===== src/rtl/z_result_serializer_if.sv =====
// Handshake bundle between the ALU result producer, the serializer and the internal bus.
interface z_result_serializer_if #(
  parameter int DATA_WIDTH = 32
);
  logic                    z_valid;
  logic                    z_ready;
  logic [2*DATA_WIDTH-1:0] ZData;
  logic                    z_wide;
  logic                    bus_valid;
  logic                    bus_ready;
  logic [DATA_WIDTH-1:0]   bus_data;
  logic                    bus_hi;
  logic [DATA_WIDTH-1:0]   RZLo;
  logic [DATA_WIDTH-1:0]   RZHi;

  modport master (
    output z_valid, ZData, z_wide, bus_ready,
    input  z_ready, bus_valid, bus_data, bus_hi, RZLo, RZHi
  );

  modport slave (
    input  z_valid, ZData, z_wide, bus_ready,
    output z_ready, bus_valid, bus_data, bus_hi, RZLo, RZHi
  );
endinterface


===== src/rtl/z_result_serializer.sv =====
// Queues 64-bit ALU results and emits them as Lo (narrow) or Lo,Hi (wide) beats on a 32-bit bus.
// Latency 2 edges from push to first beat; bus stalls hold the beat and fill the FIFO until z_ready drops.
module z_result_serializer #(
  parameter int DATA_WIDTH = 32,
  parameter int DEPTH      = 2
) (
  input  logic                 clock,
  input  logic                 clear,
  z_result_serializer_if.slave zif
);
  localparam int AW = (DEPTH > 1) ? $clog2(DEPTH) : 1;
  localparam int CW = AW + 1;

  typedef struct packed {
    logic                    wide;
    logic [2*DATA_WIDTH-1:0] data;
  } entry_t;

  typedef enum logic [1:0] {IDLE, SEND_LO, SEND_HI} state_t;

  entry_t                mem [DEPTH];
  logic [AW-1:0]         wr_ptr, rd_ptr, rd_ptr_nxt;
  logic [CW-1:0]         count;
  state_t                state;
  entry_t                head, next_head, in_entry;
  logic                  push, pop, more;
  logic                  bus_valid_q, bus_hi_q;
  logic [DATA_WIDTH-1:0] bus_data_q, rz_lo_q, rz_hi_q;

  assign zif.z_ready = (count < CW'(DEPTH));
  assign push        = zif.z_valid & zif.z_ready;
  assign in_entry    = '{wide: zif.z_wide, data: zif.ZData};
  assign head        = mem[rd_ptr];
  assign rd_ptr_nxt  = rd_ptr + 1'b1;

  // The entry under transfer is popped only on its final beat.
  assign pop  = zif.bus_ready & (((state == SEND_LO) & ~head.wide) | (state == SEND_HI));
  assign more = (count > CW'(1)) | push;
  // When the popped head was the only entry, the follow-on head is the one arriving now.
  assign next_head = (count == CW'(1)) ? in_entry : mem[rd_ptr_nxt];

  assign zif.bus_valid = bus_valid_q;
  assign zif.bus_data  = bus_data_q;
  assign zif.bus_hi    = bus_hi_q;
  assign zif.RZLo      = rz_lo_q;
  assign zif.RZHi      = rz_hi_q;

  always_ff @(posedge clock) begin
    if (push) mem[wr_ptr] <= in_entry;
  end

  always_ff @(posedge clock) begin
    if (clear) begin
      state       <= IDLE;
      count       <= '0;
      wr_ptr      <= '0;
      rd_ptr      <= '0;
      bus_valid_q <= 1'b0;
      bus_hi_q    <= 1'b0;
      bus_data_q  <= '0;
      rz_lo_q     <= '0;
      rz_hi_q     <= '0;
    end else begin
      if (push) wr_ptr <= wr_ptr + 1'b1;
      if (pop)  rd_ptr <= rd_ptr_nxt;
      count <= count + CW'(push) - CW'(pop);

      case (state)
        IDLE: begin
          if (count != '0) begin
            state       <= SEND_LO;
            bus_valid_q <= 1'b1;
            bus_data_q  <= head.data[DATA_WIDTH-1:0];
            bus_hi_q    <= 1'b0;
          end
        end
        SEND_LO: begin
          if (zif.bus_ready) begin
            rz_lo_q <= head.data[DATA_WIDTH-1:0];
            if (head.wide) begin
              state      <= SEND_HI;
              bus_data_q <= head.data[2*DATA_WIDTH-1:DATA_WIDTH];
              bus_hi_q   <= 1'b1;
            end else begin
              rz_hi_q     <= '0;
              state       <= more ? SEND_LO : IDLE;
              bus_valid_q <= more;
              bus_data_q  <= more ? next_head.data[DATA_WIDTH-1:0] : '0;
              bus_hi_q    <= 1'b0;
            end
          end
        end
        SEND_HI: begin
          if (zif.bus_ready) begin
            rz_hi_q     <= head.data[2*DATA_WIDTH-1:DATA_WIDTH];
            state       <= more ? SEND_LO : IDLE;
            bus_valid_q <= more;
            bus_data_q  <= more ? next_head.data[DATA_WIDTH-1:0] : '0;
            bus_hi_q    <= 1'b0;
          end
        end
        default: begin
          state       <= IDLE;
          bus_valid_q <= 1'b0;
        end
      endcase
    end
  end
endmodule


===== src/flat_wrapper.sv =====
// flat-port wrapper written by rule: the top's interface ports become plain ports
module z_result_serializer_flat 
#(
  parameter int DATA_WIDTH = 32,
  parameter int DEPTH      = 2
)
  (clock, clear, zif_z_valid, zif_ZData, zif_z_wide, zif_bus_ready, zif_z_ready, zif_bus_valid, zif_bus_data, zif_bus_hi, zif_RZLo, zif_RZHi);
  z_result_serializer_if #(.DATA_WIDTH(DATA_WIDTH)) zif_i ();
  input  logic clock;
  input  logic clear;
  input wire logic [$bits(zif_i.z_valid)-1:0] zif_z_valid;
  input wire logic [$bits(zif_i.ZData)-1:0] zif_ZData;
  input wire logic [$bits(zif_i.z_wide)-1:0] zif_z_wide;
  input wire logic [$bits(zif_i.bus_ready)-1:0] zif_bus_ready;
  output wire logic [$bits(zif_i.z_ready)-1:0] zif_z_ready;
  output wire logic [$bits(zif_i.bus_valid)-1:0] zif_bus_valid;
  output wire logic [$bits(zif_i.bus_data)-1:0] zif_bus_data;
  output wire logic [$bits(zif_i.bus_hi)-1:0] zif_bus_hi;
  output wire logic [$bits(zif_i.RZLo)-1:0] zif_RZLo;
  output wire logic [$bits(zif_i.RZHi)-1:0] zif_RZHi;
  assign zif_i.z_valid = zif_z_valid;
  assign zif_i.ZData = zif_ZData;
  assign zif_i.z_wide = zif_z_wide;
  assign zif_i.bus_ready = zif_bus_ready;
  assign zif_z_ready = zif_i.z_ready;
  assign zif_bus_valid = zif_i.bus_valid;
  assign zif_bus_data = zif_i.bus_data;
  assign zif_bus_hi = zif_i.bus_hi;
  assign zif_RZLo = zif_i.RZLo;
  assign zif_RZHi = zif_i.RZHi;
  z_result_serializer #(.DATA_WIDTH(DATA_WIDTH), .DEPTH(DEPTH)) u_core (.clock(clock), .clear(clear), .zif(zif_i));
endmodule

===== config.mk =====
export PLATFORM = sky130hd
export DESIGN_NAME = z_result_serializer_flat
export DESIGN_NICKNAME = d
export VERILOG_FILES = /design/src/rtl/z_result_serializer_if.sv /design/src/rtl/z_result_serializer.sv /design/src/flat_wrapper.sv
export SDC_FILE = /design/constraint.sdc
export NUM_CORES = 1
export LEC_CHECK = 0
export ABC_CLOCK_PERIOD_IN_PS = 11200
export BUFFER_PORTS_ARGS = -buffer_cell sky130_fd_sc_hd__buf_2
export CAP_MARGIN = 20
export CORE_MARGIN = 2
export CORE_UTILIZATION = 52
export CTS_CLUSTER_DIAMETER = 60
export DETAILED_ROUTE_END_ITERATION = 8
export HOLD_SLACK_MARGIN = 0.03
export PLACE_DENSITY = 0.75
export SLEW_MARGIN = 20
export SYNTH_ARGS = -nofsm -noshare
export SYNTH_HDL_FRONTEND = slang
export SYNTH_SLANG_ARGS = --single-unit

===== constraint.sdc =====
create_clock -name clock -period 11.2 [get_ports clock]
set_clock_uncertainty 0.05 [all_clocks]
set_input_delay 2.8 -clock clock [delete_from_list [all_inputs] [get_ports clock]]
set_output_delay 2.8 -clock clock [all_outputs]
set_load 0.01 [all_outputs]

==> flow_results.org <==
** Finish
- Ratio of cells with drive above 1 in the final layout :: 0.283
- After filler insertion, the fill cell instance count of the layout stands at 1415.
- At the end of the flow, the number of nets in the layout was 988.
- Area growth from synthesis to layout :: 18.5%
- In the final layout, the multi-input gates occupy 0.00334 mm².
- Core occupancy in the finished layout :: 0.631
- Across the whole layout, storage elements account for 0.00601 mm².
- Summed area of non-filler cells in the final layout :: 0.0114 mm²

** Yosys
- The share of synthesized area in the top cell type comes to 0.405.
- During synthesis, Yosys emitted a total of 0 warnings.
- Biggest area consumer among synthesized cells :: sky130_fd_sc_hd__edfxtp_1
- Yosys instantiated no cell more often than sky130_fd_sc_hd__edfxtp_1.
- Summed instance area of the synthesized netlist :: 0.00963 mm²
- Leading post-synthesis cells by cell area :: sky130_fd_sc_hd__edfxtp_1, sky130_fd_sc_hd__dfxtp_1, sky130_fd_sc_hd__a211oi_1
- Gate count after technology mapping :: 774
- The commonest cells after synthesis are sky130_fd_sc_hd__edfxtp_1, sky130_fd_sc_hd__dfxtp_1, sky130_fd_sc_hd__nor2_1.
- Each instance of the synthesized netlist takes up on average 12.4 µm².
- Fraction of synthesis flops using an asynchronous set or reset pin :: 0
- Syn nets :: 849
- The synthesized design contains 130 enable-type register cells.
- Part of the Yosys area used for sequential elements :: 0.623
- The synthesized design contains 235 register bits.
- Main synth FF type :: sky130_fd_sc_hd__edfxtp_1
- Number of library cell types mapped by synthesis :: 37

** Global route
- Initial antenna violation count :: 3
- The number of global-route vias before repair came to 6645.
- The first global-routing pass estimated 37300 µm of wire.
- Leftover overflow at the end of global routing :: 0
- Largest net degree at the start of global routing :: 76
- Across every metal layer, demand over resource in global routing totals 0.239.

** STA
- In this run the tightest slew margin relative to its limit is 0.275.
- The final count of pins violating max slew is 0.
- Period utilization :: 0.406
- For the pin with the worst max-slew slack, the measured transition is 1.09 ns.
- The number of hold violations in the final report is 0.
- Timing-limited maximum frequency :: 220 MHz
- Setup total negative slack on the finished layout was measured at 0 ns.
- Counting I/O delays and the setup requirement, the final critical path takes 4.55 ns.
- Setup repair after global routing missed its margin :: no
- # setup viols final :: 0

** Power and ir drop
- Power density relative to cell area :: 255 mW/mm²
- Summed over all cells, the static leakage comes to 4.24 nW.
- Worst supply voltage drop on vdd :: 136 µV

** Critical path
- In this run the worst path has a maximum fanout of 42.
- Data required time of the critical path :: 11.29 ns
- Data on the critical path arrives at its endpoint at 4.64 ns.
- STA classifies the critical path startpoint as a primary input.
- STA classifies the critical path endpoint as a flip-flop.
- Worst path max stage delay :: 0.77 ns
- CP max stage cell :: sky130_fd_sc_hd__nor2b_4
- Traced cell by cell, the critical path runs through buf_2 -> nor2b_1 -> nor2b_4 -> buf_4.
- The worst setup path is of the in -> reg kind.

** Status
- The final reports fail on DRC.
- Result of the run :: complete, but fails checks

** Drt
- Antenna Nets Post-Route :: 0
- Vias :: 6949
- After detailed routing, the average wire length per cell comes to 20.9 µm.
- Using the TritonRoute via totals, the vias-per-cell ratio works out to 5.97.
- DRC marker count from the first detailed-route iteration :: 848
- Final wirelength :: 24300 µm
- Detailed-route DRC error count :: 8
- The first TritonRoute pass finished after 7 iterations.

** CTS
- Skew-Pair Late Insertion Delay :: 0.52 ns
- The cell sitting at the root of the clock tree is a sky130_fd_sc_hd__clkbuf_16.
- Number of post-CTS setup repair buffers :: 0
- CTS clock-pin slew for the worst setup and hold paths :: 0.06 ns
- The number of gates resized after CTS was 0.
- # hold bufs at CTS :: 0
- In this run, CTS created clock tree buffers numbering 25.
- Clk buf depth :: 3
- Clock net sink count :: 235
- CTS tree :: built
- H-tree lvl count :: 1

** Floorplanning
- The floorplan has 49 rows.
- Placeable Area :: 0.0181 mm²
- The initial utilization of the core area, before any placement, comes to 0.533.
- The floorplan step set the die width to 140 µm.
- Measured along the y axis, the die boundary spans 140 µm.
- The die covers 0.0196 mm².
- Pin placement for this block handled 168 I/O pins.

** Hold path
- The path class of the tightest hold or removal check is reg -> reg.

** Job
- The tool flagged a number of max-cap violations equal to 0.

** Placement
- Placer congestion estimate :: 0.793
- The HPWL after detailed placement is 14900 µm.
- During placement, the flow inserted port buffers numbering 167.
- Placement Cell Area :: 0.0106 mm²
[cells by family (layout without fill, tap and decap cells)]
logic type / after synthesis / after routing / share of synthesized area
other cells: 0 / 3 / 0
buf+inv: 75 / 233 / 0.0351
fa+ha+maj: 6 / 6 / 0.00779
flops: 235 / 235 / 0.623
simple gates: 212 / 212 / 0.106
mux: 66 / 66 / 0.0733
xor+xnor: 3 / 3 / 0.00273
compound gates: 177 / 177 / 0.151
[where the power goes]
part	switching (W)	internal [W]	leakage [nW]
Combinational	0.000563	0.000338	1.76
Clock	0.000325	0.000482	0.406
Sequential	0.0000907	0.00111	2.07
[cell type report]
| cell class | count | area share |
|---|---|---|
| Sequential cell | 235 | 0.527 |
| Multi-Input combinational cell | 464 | 0.293 |
| Timing Repair Buffer | 177 | 0.0798 |
| Clock buffer | 39 | 0.0656 |
| Tap cell | 229 | 0.0251 |
| Clock inverter | 7 | 0.00592 |
| Inverter | 10 | 0.00329 |
| Antenna cell | 3 | 0.000658 |
[worst paths after layout]
kind	from	to	slack, ns	depth (start not counted)
max	zif_z_valid	u_core.mem[0][62]	6.65	4
min reg2reg	u_core.zif.bus_data[12]	u_core.zif.bus_data[12]	0.42	1
max reg2reg	u_core.state[1]	u_core.zif.bus_data[10]	8.22	8
min	u_core.zif.bus_data[12]	u_core.zif.bus_data[12]	0.42	1
[worst max-delay path, delay by kind of cell]
kind / cells / cell delay [ns]
and+or+nand+nor: 2 / 1.08
buffers and inverters: 2 / 0.73
[layer usage]
| metal | wire length (µm) | up-vias | GRT usage | part of all wire |
|---|---|---|---|---|
| li1 | - | 3210 | - | - |
| met3 | 1510 | 39 | 0.0297 | 0.062 |
| met4 | 574 | 0 | 0.0744 | 0.024 |
| met2 | 11400 | 288 | 0.373 | 0.47 |
| met1 | 10800 | 3412 | 0.353 | 0.45 |
| met5 | 0 | - | 0 | 0 |
[cells in the final DEF (no fill, tap or decap), types with 3 or more instances in the layout]
master	synthesis	final
sky130_fd_sc_hd__dfxtp_1	105	103
sky130_fd_sc_hd__edfxtp_1	130	130
sky130_fd_sc_hd__clkbuf_8	0	7
sky130_fd_sc_hd__buf_4	1	10
sky130_fd_sc_hd__clkinv_2	0	4
sky130_fd_sc_hd__xnor2_1	3	3
sky130_fd_sc_hd__mux2_2	32	32
sky130_fd_sc_hd__mux2i_1	33	33
sky130_fd_sc_hd__ha_1	6	5
sky130_fd_sc_hd__diode_2	0	3
sky130_fd_sc_hd__clkbuf_1	39	7
sky130_fd_sc_hd__buf_2	18	167
sky130_fd_sc_hd__nand2b_1	33	33
sky130_fd_sc_hd__a21oi_1	3	3
sky130_fd_sc_hd__o21ai_0	3	3
sky130_fd_sc_hd__nor2b_1	36	34
sky130_fd_sc_hd__a211oi_1	64	64
sky130_fd_sc_hd__a22oi_1	33	33
sky130_fd_sc_hd__o311ai_1	32	32
sky130_fd_sc_hd__nor2_1	105	103
sky130_fd_sc_hd__nand3_1	32	32
sky130_fd_sc_hd__inv_1	8	8
sky130_fd_sc_hd__a32o_1	33	33
sky130_fd_sc_hd__clkbuf_16	0	25
[flip-flops by register name (all words and copies together) (netlist names), named ones only]
| signal | flops |
|---|---|
| u_core.state | 2 |
| u_core.rd_ptr | 1 |
| u_core.zif.RZHi | 32 |
| u_core.zif.bus_data | 32 |
| u_core.count | 2 |
| u_core.mem | 130 |
| u_core.wr_ptr | 1 |
| u_core.zif.bus_hi | 1 |
| u_core.zif.bus_valid | 1 |
| u_core.zif.RZLo | 32 |
[metrics by stage]
step	worst slack [ns]	hold WS, ns	instances	total power (W)
floorplan	4.69	0.448	774	0.00180
global placement	6.21	0.396	1115	0.00208
detailed placement	6.14	0.406	1115	0.00211
CTS	6.66	0.421	1161	0.00291
global route	6.52	0.437	1164	0.00305
finish	6.65	0.419	1164	0.00291
Note: power is estimated with default switching activity, not from simulation.
